### config.mk
export PLATFORM = sky130hd
export DESIGN_NAME = spi_master_arbiter
export DESIGN_NICKNAME = d
export VERILOG_FILES = /design/src/rtl/spi_ctrl_pkg.sv /design/src/rtl/spi_rr_pick.sv /design/src/rtl/spi_master_arbiter.sv
export SDC_FILE = /design/constraint.sdc
export NUM_CORES = 1
export LEC_CHECK = 0
export ABC_AREA = 1
export CORE_MARGIN = 1.5
export CORE_UTILIZATION = 35
export CTS_CLUSTER_SIZE = 14
export DETAILED_ROUTE_END_ITERATION = 7
export PLACE_DENSITY = 0.71
export SLEW_MARGIN = 20
export SYNTH_ARGS = -nofsm -noshare
export SYNTH_HDL_FRONTEND = slang
export SYNTH_HIERARCHICAL = 1
export SYNTH_SLANG_ARGS = --single-unit
### constraint.sdc
create_clock -name clk -period 2.9 [get_ports clk]
set_input_delay 0.29 -clock clk [delete_from_list [all_inputs] [get_ports clk]]
set_output_delay 0.29 -clock clk [all_outputs]
set_load 0.05 [all_outputs]
### src/rtl/spi_ctrl_pkg.sv
// Shared SPI controller definitions: arbiter states, {CKP,CPH} mode
// encoding and default parameter values. Also used by the transmitter
// and receiver datapath.
package spi_ctrl_pkg;

    // Arbiter sequencing states
    typedef enum logic [2:0] {
        ST_IDLE  = 3'd0,
        ST_SETUP = 3'd1,
        ST_XFER  = 3'd2,
        ST_HOLD  = 3'd3,
        ST_GAP   = 3'd4
    } state_e;

    // SPI mode as carried on the request ports: {CKP, CPH}
    typedef struct packed {
        logic ckp;
        logic cph;
    } spi_mode_t;

    localparam spi_mode_t SPI_MODE0 = '{ckp: 1'b0, cph: 1'b0};
    localparam spi_mode_t SPI_MODE1 = '{ckp: 1'b0, cph: 1'b1};
    localparam spi_mode_t SPI_MODE2 = '{ckp: 1'b1, cph: 1'b0};
    localparam spi_mode_t SPI_MODE3 = '{ckp: 1'b1, cph: 1'b1};

    // Default parameter values
    localparam int DEF_N_REQ       = 4;
    localparam int DEF_DATA_W      = 8;
    localparam int DEF_GUARD_CYC   = 2;
    localparam int DEF_TIMEOUT_CYC = 1023;

endpackage

### src/rtl/spi_rr_pick.sv
// Rotating-priority picker: the first requester at or after rr_ptr
// (ascending, wrapping) with req high wins.
module spi_rr_pick #(
    parameter int N_REQ = 4,
    parameter int PTR_W = 2
) (
    input  logic [N_REQ-1:0] req,
    input  logic [PTR_W-1:0] rr_ptr,
    output logic [PTR_W-1:0] grant_idx,
    output logic             grant_vld
);

    // Scan offsets from farthest to nearest so the nearest hit wins
    always_comb begin
        int slot;
        // NOTE: every output gets a default before the loop so no path leaves it unassigned (no latch).
        grant_vld = 1'b0;
        grant_idx = '0;
        slot      = 0;
        for (int k = N_REQ - 1; k >= 0; k--) begin
            slot = int'(rr_ptr) + k;
            if (slot >= N_REQ) begin
                slot = slot - N_REQ;
            end
            if (req[PTR_W'(slot)]) begin
                grant_vld = 1'b1;
                grant_idx = PTR_W'(slot);
            end
        end
    end

endmodule

### src/rtl/spi_master_arbiter.sv
// Round-robin scheduler sharing one SPI transmitter among N_REQ
// requesters: drives the granted slave select with setup/hold guard
// times, launches the transfer, supervises it with a timeout and returns
// the received byte with a one-cycle ack.
module spi_master_arbiter
    import spi_ctrl_pkg::*;
#(
    parameter int N_REQ       = DEF_N_REQ,
    parameter int DATA_W      = DEF_DATA_W,
    parameter int GUARD_CYC   = DEF_GUARD_CYC,
    parameter int TIMEOUT_CYC = DEF_TIMEOUT_CYC
) (
    input  logic                      clk,
    input  logic                      rst,
    input  logic [N_REQ-1:0]          req,
    input  logic [N_REQ*DATA_W-1:0]   req_data,
    input  logic [2*N_REQ-1:0]        req_mode,
    output logic [N_REQ-1:0]          ack,
    output logic [DATA_W-1:0]         rsp_data,
    output logic                      err,
    output logic                      busy,
    output logic [N_REQ-1:0]          ss_n,
    output logic                      tx_start,
    output logic [DATA_W-1:0]         tx_data,
    output logic                      tx_ckp,
    output logic                      tx_cph,
    output logic                      tx_abort,
    input  logic                      tx_done,
    input  logic [DATA_W-1:0]         tx_rx_data
);

    localparam int PTR_W = $clog2(N_REQ);
    localparam int CNT_W = $clog2(TIMEOUT_CYC + 1);

    // Counter compare points; one counter serves guard and timeout phases
    localparam logic [CNT_W-1:0] GUARD_LAST = CNT_W'(GUARD_CYC - 1);
    localparam logic [CNT_W-1:0] TO_WARN    = CNT_W'(TIMEOUT_CYC - 1);
    localparam logic [CNT_W-1:0] TO_LAST    = CNT_W'(TIMEOUT_CYC);

    state_e              state_q,    state_d;
    logic [CNT_W-1:0]    cnt_q,      cnt_d;
    logic [PTR_W-1:0]    gnt_q,      gnt_d;
    logic [PTR_W-1:0]    rr_ptr_q,   rr_ptr_d;
    logic [DATA_W-1:0]   tx_data_q,  tx_data_d;
    spi_mode_t           mode_q,     mode_d;
    logic [DATA_W-1:0]   rsp_data_q, rsp_data_d;
    logic                err_pend_q, err_pend_d;
    logic                err_q,      err_d;
    logic [N_REQ-1:0]    ack_q,      ack_d;
    logic [N_REQ-1:0]    ss_n_q,     ss_n_d;
    logic                busy_q,     busy_d;
    logic                tx_start_q, tx_start_d;
    logic                tx_abort_q, tx_abort_d;

    logic [PTR_W-1:0]    pick_idx;
    logic                pick_vld;

    spi_rr_pick #(
        .N_REQ (N_REQ),
        .PTR_W (PTR_W)
    ) u_pick (
        .req       (req),
        .rr_ptr    (rr_ptr_q),
        .grant_idx (pick_idx),
        .grant_vld (pick_vld)
    );

    // Next-state, counter, grant latches and registered-output values
    always_comb begin
        state_d    = state_q;
        cnt_d      = cnt_q;
        gnt_d      = gnt_q;
        rr_ptr_d   = rr_ptr_q;
        tx_data_d  = tx_data_q;
        mode_d     = mode_q;
        rsp_data_d = rsp_data_q;
        err_pend_d = err_pend_q;
        tx_start_d = 1'b0;
        tx_abort_d = 1'b0;

        case (state_q)
            ST_IDLE: begin
                if (pick_vld) begin
                    state_d   = ST_SETUP;
                    cnt_d     = '0;
                    gnt_d     = pick_idx;
                    tx_data_d = req_data[int'(pick_idx)*DATA_W +: DATA_W];
                    mode_d    = spi_mode_t'(req_mode[int'(pick_idx)*2 +: 2]);
                    rr_ptr_d  = (pick_idx == PTR_W'(N_REQ - 1)) ? '0
                                                                 : pick_idx + PTR_W'(1);
                end
            end
            ST_SETUP: begin
                if (cnt_q == GUARD_LAST) begin
                    state_d    = ST_XFER;
                    cnt_d      = '0;
                    tx_start_d = 1'b1;
                end else begin
                    cnt_d = cnt_q + CNT_W'(1);
                end
            end
            ST_XFER: begin
                // A completion in the timeout cycle still counts as success
                if (tx_done) begin
                    state_d    = ST_HOLD;
                    cnt_d      = '0;
                    rsp_data_d = tx_rx_data;
                    err_pend_d = 1'b0;
                end else if (cnt_q == TO_LAST) begin
                    state_d    = ST_HOLD;
                    cnt_d      = '0;
                    rsp_data_d = '0;
                    err_pend_d = 1'b1;
                end else begin
                    cnt_d = cnt_q + CNT_W'(1);
                    // Abort lands in the same cycle the counter reaches the limit
                    if (cnt_q == TO_WARN) begin
                        tx_abort_d = 1'b1;
                    end
                end
            end
            ST_HOLD: begin
                if (cnt_q == GUARD_LAST) begin
                    state_d = ST_GAP;
                end else begin
                    cnt_d = cnt_q + CNT_W'(1);
                end
            end
            ST_GAP: begin
                state_d = ST_IDLE;
            end
            default: begin
                state_d = ST_IDLE;
            end
        endcase

        // Outputs are functions of the next state so they register cleanly
        ss_n_d = '1;
        ack_d  = '0;
        err_d  = 1'b0;
        if (state_d inside {ST_SETUP, ST_XFER, ST_HOLD}) begin
            ss_n_d[gnt_d] = 1'b0;
        end
        if (state_d == ST_GAP) begin
            ack_d[gnt_d] = 1'b1;
            err_d        = err_pend_d;
        end
        busy_d = (state_d != ST_IDLE);
    end

    // State and output registers with synchronous reset
    always_ff @(posedge clk) begin
        // NOTE: sequential state uses non-blocking assignments so all flops sample pre-edge values.
        if (rst) begin
            state_q    <= ST_IDLE;
            cnt_q      <= '0;
            gnt_q      <= '0;
            rr_ptr_q   <= '0;
            tx_data_q  <= '0;
            mode_q     <= '0;
            rsp_data_q <= '0;
            err_pend_q <= 1'b0;
            err_q      <= 1'b0;
            ack_q      <= '0;
            ss_n_q     <= '1;
            busy_q     <= 1'b0;
            tx_start_q <= 1'b0;
            tx_abort_q <= 1'b0;
        end else begin
            state_q    <= state_d;
            cnt_q      <= cnt_d;
            gnt_q      <= gnt_d;
            rr_ptr_q   <= rr_ptr_d;
            tx_data_q  <= tx_data_d;
            mode_q     <= mode_d;
            rsp_data_q <= rsp_data_d;
            err_pend_q <= err_pend_d;
            err_q      <= err_d;
            ack_q      <= ack_d;
            ss_n_q     <= ss_n_d;
            busy_q     <= busy_d;
            tx_start_q <= tx_start_d;
            tx_abort_q <= tx_abort_d;
        end
    end

    assign ack      = ack_q;
    assign rsp_data = rsp_data_q;
    assign err      = err_q;
    assign busy     = busy_q;
    assign ss_n     = ss_n_q;
    assign tx_start = tx_start_q;
    assign tx_data  = tx_data_q;
    assign tx_ckp   = mode_q.ckp;
    assign tx_cph   = mode_q.cph;
    assign tx_abort = tx_abort_q;

endmodule

==> flow_summary.toml, run 1 <==
[critical_path]
critPathMaxFanout = 22
path_class = "reg2reg"
critPathLaunchType = "flop"
reg2regPathDepth = 13
cp.required_ps = 3160
endpoint_kind = "flop"
cp.arrival_ps = 2470

[pwr]
power_density_nw_per_um2 = 808.5
power_leakage_nw = 1.556
power_mw = 2.964
peakVddDrop_uv = 576.6

[route]
wl_per_cell_um = 11.41
drt_iter0_drc = 122
ant_nets = 0
drt-total-wl_um = 6301
drc = 0
vias = 2612
firstDrtPassIters = 4
avgViaCountPerCell = 4.732

[placement]
dp_slack_ps = 582.9
portBuffers = 84
dp_hpwl_um = 4902
dp_cells = 544
gp_congestion = 0.8793
dpl_cell_area_um2 = 3570

[finish]
fin_cells = 552
drive_gt1_share_pct = 12.58
final_cell_area_um2 = 3666
final_util_pct = 50.27
fin_nets = 511
antenna_cells = 0
areaGrowthSynthToFinish_pct = 38.34
nFillCells = 737

[cts]
hold_buffers = 0
ctsResizeCount = 0
ctsLongestPathBuffers = 2
cts_buffers = 5
cts-root-buf = "clkbuf_8"
cts_tree = "done"
clk_latency_ps = 300
cts_sinks = 48
post-cts-setup-buffer-count = 0
cts_max_level = 2
path_clk_slew_ps = 90

[yosys]
synth_top_area_share_pct = 36.26
ys_async_sr_fraction_pct = 0
yosys_warnings = 6
synth_seq_cells = 48
synth_cells = 370
netlist_top_cells_area = "dfxtp_1, nand2_1, nor2_1, inv_1, nand3_1"
synth_top_area_cell = "dfxtp_1"
synth_enable_flop_cells = 0
synth_area_um2 = 2650
ys_types = 38
ys.flop_type = "dfxtp_1"
avgSynthCellArea_um2 = 7.162
yosysSeqAreaShare_pct = 36.26
syn-num-nets = 429

[sta]
finalWorstSetupSlack_ps = 684.4
fin_skew_ps = 10.34
finalHoldViolCount = 0
slew_headroom_pct = 64.81
worst_pin_slew_ps = 526.1
fin_crit_sh_pct = 76.40
period_minus_slack_ps = 2216
holdWs_ps = 461.3
fmax_mhz = 451.3
grt_setup_unrepaired = "no"
setup_tns_ps = 0
setup_viol = 0
slew_viol_final = 0

[global_route]
grt_pass1_vias = 2515
grt_pass1_wl_um = 10830
grt_antenna_before_repair = 0
gr-usage-all-layers_pct = 15.94
overflow = 0
grt_max_degree = 26

[job]
drv_cap = 0

[die]
die_x_um = 90.02
core_area_um2 = 7292
ios = 85
start_util_pct = 36.34
dieHeight_um = 90.02
die-area_um2 = 8103
core.rowCount = 31

[outcome]
status = "completed"

[min_path]
hp-class = "reg2reg"
holdPathStages = 2
[layer usage]
layer	global-route usage [%]	wire length, um
met1	18.29	2825
met4	4.497	92
met2	28.54	2943
met3	4.653	439
met5	0	0
[report_power, final]
part	switching (mW)	total, mW	internal (mW)
registers	0.0970	0.893	0.796
clock network	0.229	0.424	0.195
logic	1.06	1.65	0.583
total	1.39	2.96	1.57
[layout by cell type (no fill, tap or decap), types with 5 or more instances in the layout]
master / Yosys / final
a21oi_1: 12 / 12
clkbuf_8: 0 / 6
clkdlybuf4s50_1: 0 / 84
dfxtp_1: 48 / 48
inv_1: 39 / 39
inv_2: 11 / 11
mux2i_1: 10 / 10
nand2_1: 67 / 67
nand2_2: 10 / 10
nand3_1: 22 / 22
nand4_1: 7 / 7
nor2_1: 52 / 52
nor3_2: 5 / 5
o21ai_0: 21 / 21
o21ai_1: 7 / 7
o221ai_1: 10 / 10
[final timing paths]
| path | start | to | slack, ps |
|---|---|---|---|
| setup / recovery | rr_ptr_q[0] | tx_data[5] | 680 |
| hold reg to reg | rsp_data[1] | rsp_data[1] | 460 |
| hold / removal | rsp_data[1] | rsp_data[1] | 460 |
| setup reg to reg | rr_ptr_q[0] | tx_data[5] | 680 |
[sequential cells by signal, summed over array words and instances, names as in the netlist]
register    count
ss_n            4
err_pend_q      1
busy            1
tx_start        1
rr_ptr_q        2
gnt_q           2
tx_abort        1
tx_data         8
tx_ckp          1
state_q         3
tx_cph          1
cnt_q          10
ack             4
err             1
rsp_data        8
[worst max-delay path: stages (launching register included)]
cell      delay [ps]
dfxtp_1          600
nand2_1          120
nand2_2          110
inv_2             40
nand2_1           90
nand3_2          100
nand2_1           70
nand2_1           40
nand2_1          120
buf_4            280
o21ai_0          120
o21ai_0          240
o221ai_1         150
inv_1             80
[logic make-up after synthesis]
family,synth area share [%]
adders and majority gates,1.889
DFF,36.26
and+or+nand+nor,33.24
xor gates and xnor gates,0.6611
muxes,3.777
buffers and inverters,10.15
AOI/OAI and AO/OA,14.02
[cell type report]
class | instances | area, um2 | area share, %
Sequential cell | 48 | 960.9 | 26.21
Multi-Input combinational cell | 257 | 1420 | 38.74
Timing Repair Buffer | 87 | 863.3 | 23.55
Inverter | 53 | 201.4 | 5.495
Tap cell | 99 | 123.9 | 3.379
Clock buffer | 6 | 82.58 | 2.253
Clock inverter | 2 | 13.76 | 0.3754
[synthesized netlist by cell type, types with 2 or more instances]
| master | instances |
|---|---|
| o211ai_1 | 2 |
| nand3_2 | 4 |
| inv_1 | 39 |
| xor2_1 | 2 |
| buf_6 | 2 |
| clkinv_1 | 2 |
| nor2_4 | 3 |
| clkbuf_1 | 6 |
| nor3_2 | 5 |
| nand4_1 | 7 |
| dfxtp_1 | 48 |
| o21ai_0 | 21 |
| o21ai_2 | 3 |
| ha_1 | 4 |
| o21ai_1 | 7 |
| nand3_1 | 22 |
| nand2_1 | 67 |
| a21oi_1 | 12 |
| nor2_1 | 52 |
| inv_2 | 11 |
| o221ai_1 | 10 |
| mux2i_1 | 10 |
| nand2_2 | 10 |
| nor2_2 | 4 |
| nor3_1 | 2 |
| buf_2 | 3 |
Note: power is estimated with default switching activity, not from simulation.
==> run 2, diff against run 1 <==
==> constraint.sdc (replaced) <==
create_clock -name clk -period 2.2 [get_ports clk]
set_input_delay 0.22 -clock clk [delete_from_list [all_inputs] [get_ports clk]]
set_output_delay 0.22 -clock clk [all_outputs]
set_load 0.05 [all_outputs]
==> flow_summary.toml, run 2 (synthesis gave the netlist of run 1 again) <==
[outcome]
status = "completed"

[sta]
period_minus_slack_ps = 1961
fmax_mhz = 509.8
fin_skew_ps = 5.040
setup_viol = 0
fin_crit_sh_pct = 89.16
worst_pin_slew_ps = 519.0
finalHoldViolCount = 0
finalWorstSetupSlack_ps = 238.5
slew_headroom_pct = 65.29
grt_setup_unrepaired = "no"
slew_viol_final = 0
setup_tns_ps = 0

[route]
vias = 2668
drc = 0
drt-total-wl_um = 6527
drt_iter0_drc = 150
ant_nets = 0
wl_per_cell_um = 11.70
avgViaCountPerCell = 4.781
firstDrtPassIters = 4

[die]
core_area_um2 = 7292
start_util_pct = 36.34
die-area_um2 = 8103
dieHeight_um = 90.02
die_x_um = 90.02
ios = 85
core.rowCount = 31

[finish]
final_util_pct = 51.39
areaGrowthSynthToFinish_pct = 41.41
top_register = "cnt_q"
final_cell_mix = "clkdlybuf4s50_1, nand2_1, nor2_1"
nFillCells = 722
multi_input_area_um2 = 1420
final_common_cell = "clkdlybuf4s50_1"
final_cell_area_um2 = 3747
seq_area_um2 = 962.2
largest_register_ffs = 10
drive_gt1_share_pct = 14.16
fin_cells = 558
fin_nets = 517
antenna_cells = 0

[cts]
ctsLongestPathBuffers = 2
hold_buffers = 0
cts_sinks = 48
cts_tree = "done"
cts_max_level = 2
path_clk_slew_ps = 90
cts_buffers = 5
clk_latency_ps = 300
post-cts-setup-buffer-count = 0
cts-root-buf = "clkbuf_8"

[placement]
dp_cells = 550
gp_congestion = 0.8855
dpl_cell_area_um2 = 3627
portBuffers = 84
dp_hpwl_um = 5125
dp_slack_ps = -25.32

[pwr]
power_leakage_nw = 1.591
power_density_nw_per_um2 = 1098
peakVddDrop_uv = 799.5

[global_route]
gr-usage-all-layers_pct = 16.16
grt_pass1_wl_um = 11000
overflow = 0
grt_max_degree = 21
grt_pass1_vias = 2564
grt_antenna_before_repair = 0

[critical_path]
critPathMaxStageDelay_ps = 460
cp.required_ps = 2400
endpoint_kind = "flop"
cp.arrival_ps = 2170
critPathLaunchType = "flop"
critical_path.top_delay_family = "simple AND/OR/NAND/NOR gates"
cp_num_buf_inv = 3
critPathMaxFanout = 10
critPathSlowestCell = "dfxtp_2"
path_class = "reg2reg"
worstPathCellList = "nand2_1 > and2_4 > nand2_2 > nand2_2 > inv_2 > nand3_1 > nand2_1 > clkinvlp_4 > nor2_1 > o21ai_0 > o221ai_1 > inv_1"

[job]
drv_cap = 0

[min_path]
hp-class = "reg2reg"
-- run 2: cell type report --
class	instances	share of cell area (%)
multi-input cells	257	37.90
flip-flops and latches	48	25.68
repair buffers	93	24.57
inverters	53	5.476
well taps	99	3.306
clock buffers	5	1.836
clock inverters	3	1.235
-- run 2: worst reg2reg max path, cell delays in order, from the launching register on --
cell and delay, ps:
dfxtp_2 460, nand2_1 110, and2_4 170, nand2_2 70, nand2_2 50, inv_2 50, nand3_1 70, nand2_1 200
clkinvlp_4 230, nor2_1 150, o21ai_0 110, o221ai_1 160, inv_1 50
-- run 2: where the power goes --
part           switching, mW  internal, mW  total, mW
logic                   1.44         0.857       2.29
registers              0.126          1.05       1.18
clock network          0.303         0.342      0.646
total                   1.87          2.25       4.12
-- run 2: routing by layer --
| layer | wire (um) | GRT usage (%) |
|---|---|---|
| met1 | 2732 | 18.72 |
| met2 | 3176 | 28.28 |
| met3 | 558 | 5.499 |
| met4 | 60 | 4.233 |
| met5 | 0 | 0 |
-- run 2: path summary, 6_finish.rpt --
| kind | start | endpoint | slack [ps] | cells past startpoint |
|---|---|---|---|---|
| max | rr_ptr_q[0] | tx_data[6] | 240 | 12 |
| min | rsp_data[5] | rsp_data[5] | 470 | 2 |
| max reg2reg | rr_ptr_q[0] | tx_data[6] | 240 | 12 |
| min reg2reg | rsp_data[5] | rsp_data[5] | 470 | 2 |
-- run 2: repair_timing --
item,CTS,global route
gates resized for setup,0,2
setup endpoints to repair,0,12
hold endpoints to repair,0,0
-- run 2: per-stage QoR --
stage                     hold slack [ps]  power, mW
after floorplan                     367.5      2.798
after global placement              446.3      3.437
after detailed placement            457.8      3.477
after CTS                           463.9      4.136
after global routing                477.3      4.416
final                               466.3      4.116
